$ cat config.mk
export PLATFORM = sky130hd
export DESIGN_NAME = iter_divider
export DESIGN_NICKNAME = d
export VERILOG_FILES = /design/src/rtl/iter_divider.sv
export SDC_FILE = /design/constraint.sdc
export NUM_CORES = 1
export LEC_CHECK = 0
export ABC_AREA = 1
export CORE_MARGIN = 4
export CORE_UTILIZATION = 40
export CTS_CLUSTER_SIZE = 40
export DETAILED_ROUTE_END_ITERATION = 8
export PLACE_DENSITY = 0.7
export SETUP_SLACK_MARGIN = 0.1
export SYNTH_ARGS = -nofsm -noshare
export SYNTH_HDL_FRONTEND = slang
export SYNTH_SLANG_ARGS = --single-unit
$ cat constraint.sdc
create_clock -name clk -period 2.2 [get_ports clk]
set_input_delay 0.44 -clock clk [delete_from_list [all_inputs] [get_ports clk]]
set_output_delay 0.44 -clock clk [all_outputs]
set_load 0.02 [all_outputs]
$ cat src/rtl/iter_divider.sv
// Iterative radix-2 signed/unsigned divider with registered quotient/remainder and done/busy.
// Optional DIV_EARLY_OUT_EN: skip leading-zero iterations and short-circuit |dividend| < |divisor|.
module iter_divider #(
  parameter int unsigned WIDTH = 32
) (
  input  logic             clk,
  input  logic             rst_n,
  input  logic             is_flush,
  input  logic             is_stall,
  input  logic             en,
  input  logic             is_signed,
  input  logic [WIDTH-1:0] dividend,
  input  logic [WIDTH-1:0] divisor,
  output logic [WIDTH-1:0] quotient,
  output logic [WIDTH-1:0] remainder,
  output logic             done,
  output logic             busy
);

  localparam int unsigned CNT_W = $clog2(WIDTH + 1);

  localparam logic [2:0] StIdle = 3'd0;
  localparam logic [2:0] StPrep = 3'd1;
  localparam logic [2:0] StCalc = 3'd2;
  localparam logic [2:0] StFix  = 3'd3;
  localparam logic [2:0] StDone = 3'd4;

  logic [2:0]       state_q, state_d;
  logic [WIDTH-1:0] dvd_q, dvd_abs_q, dvs_abs_q;
  logic [WIDTH-1:0] rem_q, sh_q, quo_q, res_rem_q;
  logic [CNT_W-1:0] cnt_q;
  logic             q_neg_q, r_neg_q;
  logic             done_q, busy_q;

  logic             dvd_neg, dvs_neg;
  logic [WIDTH:0]   shifted;
  logic             q_bit;
  logic [WIDTH-1:0] rem_nx;
  logic             early;
  logic [WIDTH-1:0] sh_init;
  logic [CNT_W-1:0] cnt_init;

  assign dvd_neg = is_signed & dividend[WIDTH-1];
  assign dvs_neg = is_signed & divisor[WIDTH-1];

  // Partial remainder stays below the divisor, so the low WIDTH bits of the difference are exact.
  assign shifted = {rem_q, sh_q[WIDTH-1]};
  assign q_bit   = shifted >= {1'b0, dvs_abs_q};
  assign rem_nx  = q_bit ? (shifted[WIDTH-1:0] - dvs_abs_q) : shifted[WIDTH-1:0];

`ifdef DIV_EARLY_OUT_EN
  logic [CNT_W-1:0] lz;
  logic             lz_found;

  always_comb begin
    lz       = '0;
    lz_found = 1'b0;
    for (int i = int'(WIDTH) - 1; i >= 0; i--) begin
      if (!lz_found) begin
        if (dvd_abs_q[i]) lz_found = 1'b1;
        else              lz = lz + CNT_W'(1);
      end
    end
  end

  assign early    = dvd_abs_q < dvs_abs_q;
  assign sh_init  = dvd_abs_q << lz;
  assign cnt_init = CNT_W'(WIDTH) - lz;
`else
  assign early    = 1'b0;
  assign sh_init  = dvd_abs_q;
  assign cnt_init = CNT_W'(WIDTH);
`endif

  always_comb begin
    state_d = state_q;
    case (state_q)
      StIdle: if (en) state_d = StPrep;
      StPrep: begin
        if (dvs_abs_q == '0 || early) state_d = StDone;
        else                          state_d = StCalc;
      end
      StCalc: if (cnt_q == CNT_W'(1)) state_d = StFix;
      StFix:  state_d = StDone;
      StDone: if (!is_stall) state_d = StIdle;
      default: state_d = StIdle;
    endcase
    if (is_flush) state_d = StIdle;
  end

  always_ff @(posedge clk or negedge rst_n) begin
    if (!rst_n) begin
      state_q   <= StIdle;
      dvd_q     <= '0;
      dvd_abs_q <= '0;
      dvs_abs_q <= '0;
      rem_q     <= '0;
      sh_q      <= '0;
      quo_q     <= '0;
      res_rem_q <= '0;
      cnt_q     <= '0;
      q_neg_q   <= 1'b0;
      r_neg_q   <= 1'b0;
      done_q    <= 1'b0;
      busy_q    <= 1'b0;
    end else begin
      state_q <= state_d;
      done_q  <= (state_d == StDone);
      busy_q  <= (state_d == StPrep) || (state_d == StCalc) || (state_d == StFix);
      case (state_q)
        StIdle: begin
          if (en) begin
            dvd_q     <= dividend;
            dvd_abs_q <= dvd_neg ? -dividend : dividend;
            dvs_abs_q <= dvs_neg ? -divisor : divisor;
            q_neg_q   <= dvd_neg ^ dvs_neg;
            r_neg_q   <= dvd_neg;
          end
        end
        StPrep: begin
          if (dvs_abs_q == '0) begin
            quo_q     <= '1;
            res_rem_q <= dvd_q;
          end else if (early) begin
            quo_q     <= '0;
            res_rem_q <= dvd_q;
          end else begin
            rem_q <= '0;
            sh_q  <= sh_init;
            cnt_q <= cnt_init;
          end
        end
        StCalc: begin
          rem_q <= rem_nx;
          sh_q  <= {sh_q[WIDTH-2:0], q_bit};
          cnt_q <= cnt_q - CNT_W'(1);
        end
        StFix: begin
          quo_q     <= q_neg_q ? -sh_q : sh_q;
          res_rem_q <= r_neg_q ? -rem_q : rem_q;
        end
        default: ;
      endcase
    end
  end

  assign quotient  = quo_q;
  assign remainder = res_rem_q;
  assign done      = done_q;
  assign busy      = busy_q;

endmodule

* After elaboration in Yosys (flattened, before gate mapping) *
Index checks and enable logic that the tools add are counted.

word-level totals
  input bits = 70
  logic and storage cells = 64
  output and inout bits = 66
  register bits after elaboration = 237

cells by class
  add/subtract/negate cells = 6
  equality and inequality tests = 11
  $lt $le $gt $ge = 1
  bitwise logic cells = 3
  multiplexer cells = 21
  reductions and logical operators = 9

operators with widths
  operator               number
  $mux W32               9
  $pmux W32 S2           4
  $neg A32 Y32           4
  $ge A33 B32 Y1         1
  $logic_not A32 Y1      1
  $sub A32 B32 Y32       1
  $mux W3                5
  $pmux W3 S5            1
  $eq A3 B2 Y1 const B   4
  $pmux W6 S2            1
  $eq A3 B1 Y1 const B   2
  $eq A3 B3 Y1 const B   2
  $eq A6 B1 Y1 const B   1
  $mux W6                1
  $reduce_and A2 Y1      3
  $sub A6 B1 Y6 const B  1
  $ne A2 B2 Y1 const B   2
  $reduce_bool A2 Y1     2
  $logic_not A3 Y1       1
  $and A1 B1 Y1          2
  $logic_or A1 B1 Y1     2
  $xor A1 B1 Y1          1

* Logic depth before layout (Yosys ltp) *
  word-level depth = 7
  mapped depth = 16
  mapped depth without buffers = 16

* Least setup slack after synthesis *
OpenSTA, ideal clock, no wires.

  kind = reg2reg
  from = register sh_q[31]
  to = register rem_q[28]
  slack = 252 ps
  clock period less this slack = 1948 ps
  data required time = 2084 ps
  arrival time = 1832 ps
  stages on the path, launching flop included = 17
  setup time = 116 ps
  buffers on the path = 0
  cell sequence = dfrtp_1 > inv_1 > ha_1 > inv_1 > fa_1 > nand2_1 > nand2_1 > nand3_1 > nand2_1 > nand2_1 > nand2_1 > nand2_1 > nand2_1 > nand2_1 > nand3_1 > nand2_1 > nand2_1

between the ends
  word-level cells in the longest chain between the ends = 3
  elaborated cells between the ends (all ways) = 4
  those cells by class = add/sub: 1; order compare: 1; mux: 2

RTL lines
  element                                             RTL line  source
  start: declaration                                  30        logic [WIDTH-1:0] rem_q, sh_q, quo_q, res_rem_q;
  start signal: assignment                            129       sh_q <= sh_init;
  start signal: assignment                            135       sh_q <= {sh_q[WIDTH-2:0], q_bit};
  $sub A32 B32 Y32 or $ge A33 B32 Y1 (tied branches)  49, 48
  $mux W32 (*)                                        49        assign rem_nx = q_bit ? (shifted[WIDTH-1:0] - dvs_abs_q) : shifted[WIDTH-1:0];
  $pmux W32 S2 (*)                                    110       case (state_q)
  end signal: assignment                              134       rem_q <= rem_nx;
  end: declaration                                    30

Mark *: on every way between the ends. The rest lies on a longest branch, timed or not.
A chain may end at the register's enable or synchronous reset.

* Final worst setup path *
  from = register rem_q[5]
  to = register rem_q[20]

between the ends
  word-level cells in the longest chain between the ends = 3
  elaborated cells between the ends (all ways) = 4
  those cells by class = add/sub: 1; order compare: 1; mux: 2

RTL lines
  element                                             RTL line
  $sub A32 B32 Y32 or $ge A33 B32 Y1 (tied branches)  49, 48
  $mux W32 (*)                                        49
  $pmux W32 S2 (*)                                    110

Marks and branches as above.

==> impl_metrics.tcl <==
set metrics [dict create \
    finalMaxSlewViolations 0 \
    synth_compound_area_share_pct 11.16 \
    pwr-share-comb_pct 41.0 \
    syn_inst 2422 \
    endpoint "rem_q[20]$_DFFE_PN0P_" \
    cts-buffers-inserted 28 \
    busiest_layer "met1" \
    seq_area_frac_synth_pct 36.88 \
    power_density_nw_per_um2 885.3 \
    p_clk_share_pct 25.2 \
    via_per_inst 5.270 \
    yosys_most_used_dff "dfrtp_1" \
    critical_path_required_ps 2650 \
    cts_buffer_depth 3 \
    tightestPinTransition_ps 490.7 \
    drt-total-wl_um 57590 \
    cpPeakStageDelay_ps 460 \
    final_nets 2866 \
    status "complete, no violations" \
    peakVddDrop_v 0.0005358 \
    finClkSkew_ps 30.95 \
    placed_cells 3218 \
    p_int_mw 11.73 \
    rr_endpoint "rem_q[20]$_DFFE_PN0P_" \
    power_leakage_nw 10.99 \
    syn_area_um2 16020 \
    regArea_um2 5921 \
    finalHoldViolCount 0 \
    rr_startpoint "rem_q[5]$_DFFE_PN0P_" \
    fillers 3774 \
    cts_tree "done" \
    multi_input_area_um2 9281 \
    setup-tns-final_ps 0 \
    yosysWarnings 0 \
    chipHeight_um 208.1 \
    holdCritPathClass "primary input to async pin" \
    synth_area_per_cell_um2 6.612 \
    post-route-period-util_pct 98.50 \
    switching_share_pct 39.12 \
    first_pass_iters 5 \
    clk_latency_ps 590 \
    crit_fanout 7 \
    wl_per_cell_um 17.44 \
    grt_overflow_total 0 \
    antenna_left 0 \
    finalSetupViolCount 0 \
    synthAdderAreaFrac_pct 3.094 \
    io_pins 136 \
    fin_area_um2 21750 \
    met2_usage_pct 37.44 \
    r2r_cells 11 \
    io_buffers 135 \
    fp.dieW_um 208.1 \
    worstSetupStartpointType "flop" \
    post-place-ws_ps -195.8 \
    synth_top_family_by_area "simple AND/OR/NAND/NOR gates" \
    muxShareOfSynthArea_pct 0 \
    clock_sinks 236 \
    drv_cap 0 \
    core-area_um2 39640 \
    drive_gt1_share_pct 19.23 \
    cts_htree_levels 1 \
    first_global_vias 16239 \
    drc 0 \
    path_clk_slew_ps 60 \
    synth-async-reset-ratio_pct 100.0 \
    rsz0062_at_grt "true" \
    synthXorXnorAreaFrac_pct 2.570 \
    grtUsageMet3_pct 3.770 \
    dp_hpwl_um 44420 \
    p_switching_mw 7.534 \
    dr.first_iter.drc_count 1729 \
    timing.fmax_mhz 461.5 \
    rrSetupSlack_ps 30 \
    final_core_util_pct 54.88 \
    vias 17400 \
    crit_chain "ha_4 > nand2_1 > nor2_4 > nand3_2 > nor3_4 > nor2_4 > nand2_8 > buf_12 > nand2_4 > nand3_2 > nand2_1" \
    grt_use_met1_pct 39.40 \
    cp-startpoint "rem_q[5]$_DFFE_PN0P_" \
    max_slew_margin_pct 67.25 \
    dieArea_um2 43300 \
    syn-num-nets 2531 \
    grt_pass1_wl_um 89840 \
    place_area_um2 19500 \
    num_antenna_cells 0 \
    synth_cell_types 47 \
    cp-end-kind "flop" \
    ys_ff_latch 236 \
    root_buffer "clkbuf_16" \
    pwr-share-seq_pct 33.8 \
    start_util_pct 40.40 \
    path_class "flop to flop" \
    grt_max_degree 73 \
    fin_cells 3302 \
    synth_enable_flop_cells 0 \
    grt_usage_pct 25.42 \
    antenna_found_initial 1 \
    setup_ws_ps 32.97 \
    slowest_stage "dfrtp_1" \
    syn_to_final_growth_pct 35.84 \
    yosys.area_share.simple_pct 35.41 \
    fin_crit_ps 2167 \
    gp_congestion 0.9465 \
    rows 73 \
    critPathArrivalTime_ps 2610 \
]
logic make-up after synthesis:
group / Yosys count
compound gates: 318
xor+xnor: 47
flops: 236
buf+inv: 448
simple gates: 1334
fa+ha+maj: 39
critical path: cells and delay by family (launching register included):
family / cells / cell delay (ps)
adder cells (fa/ha/maj): 1 / 330
buffers and inverters: 1 / 160
flip-flops: 1 / 460
AND/OR/NAND/NOR: 9 / 1080
repair_timing:
item	CTS	global route
setup endpoints to repair	57	69
pin swaps	15	54
buffers inserted	19	11
cloned	0	3
resized for setup	89	154
hold endpoints to repair	41	0
hold buffers	1	0
how the worst min path moves through the flow:
| stage | startpoint | endpoint | slack, ps | depth (start not counted) |
|---|---|---|---|---|
| 5_1_grt | rst_n | quotient[18]$_DFFE_PN0P_ | 390 | 2 |
| 3_3_place_gp | rst_n | quotient[24]$_DFFE_PN0P_ | 380 | 1 |
| 4_1_cts | rst_n | quotient[18]$_DFFE_PN0P_ | 360 | 2 |
| 2_1_floorplan | rst_n | busy$_DFF_PN0_ | 140 | 0 |
| 6_report | rst_n | quotient[24]$_DFFE_PN0P_ | 350 | 2 |
| 3_5_place_dp | rst_n | quotient[24]$_DFFE_PN0P_ | 390 | 1 |
placed cells by master, fill, tap and decap left out, types with 22 or more instances in the layout:
master           Yosys  layout
nor2_1             227     208
ha_4                 0      29
a22oi_1             23      23
o21ai_0            174     167
nand2_2              9      55
o211ai_1            23      23
clkbuf_16            0      31
inv_2               12      41
nor3_1              29      25
dfrtp_1            236     224
nand2_1            748     691
xor2_1              31      31
clkdlybuf4s50_1      0     132
nand3_2              1      22
a21oi_1             53      49
buf_4                1     216
nand4_1             40      40
inv_1              360     325
nand3_1            229     204
power groups by stage:
| stage | registers (mW) | clock network (mW) | logic [mW] |
|---|---|---|---|
| after detailed placement | 6.52 | 0 | 7.15 |
| after global routing | 6.64 | 5.10 | 8.62 |
| after global placement | 6.50 | 0 | 7.06 |
| after CTS | 6.46 | 4.94 | 7.48 |
| final | 6.51 | 4.86 | 7.89 |
| after floorplan | 6.77 | 0 | 3.44 |
synth_stat cells (3+ instances only):
master,n,area [um2]
and2_1,7,43.79
nand3b_1,11,82.58
nor2_2,9,56.30
nor3_2,3,30.03
nand2_2,9,56.30
or2_2,10,62.56
o211ai_1,23,172.7
a22oi_1,23,172.7
buf_2,28,140.1
nand2_1,748,2808
xor2_1,31,271.5
o21ai_0,174,870.8
clkbuf_1,31,116.4
nor3_1,29,145.1
ha_1,38,475.5
o21ai_1,5,25.02
inv_2,12,45.04
nand3_1,229,1146
buf_6,3,33.78
nand2_4,3,33.78
o21bai_1,6,45.04
nand4_1,40,250.2
xnor2_1,16,140.1
nor2_1,227,852.1
buf_1,11,41.29
a31oi_1,10,62.56
dfrtp_1,236,5906
a21oi_1,53,265.3
o221ai_1,4,35.03
o22ai_1,11,68.82
inv_1,360,1351
routing by layer:
| layer | wire length [um] | part of all wire, % | vias up |
|---|---|---|---|
| met5 | 13 | 0.023 | - |
| met4 | 1246 | 2.2 | 2 |
| met3 | 4947 | 8.6 | 81 |
| met2 | 24370 | 42 | 770 |
| met1 | 27010 | 47 | 8160 |
| li1 | - | - | 8387 |
flip-flops by register name (all words and copies together), names as in the netlist:
register and count:
busy 1, cnt_q 6, done 1, dvd_abs_q 31, dvd_q 32, dvs_abs_q 32, q_neg_q 1, quotient 32
r_neg_q 1, rem_q 32, remainder 32, sh_q 32, state_q 3
final cells by class:
cell class / instances / share of cell area (%)
clock buffer: 37 / 3.652
clock inverter: 13 / 0.8052
inverter: 374 / 6.534
multi-input combinational: 1738 / 42.66
sequential: 236 / 27.22
tap: 525 / 3.019
timing repair buffer: 379 / 16.11
through the flow:
step                      hold WS, ps  power (mW)
after floorplan                 144.4       10.21
after global placement          385.0       13.56
after detailed placement        387.7       13.67
after CTS                       358.7       18.89
after global routing            385.0       20.35
final                           351.6       19.26
No activity file was read; power rests on OpenSTA's default activity.
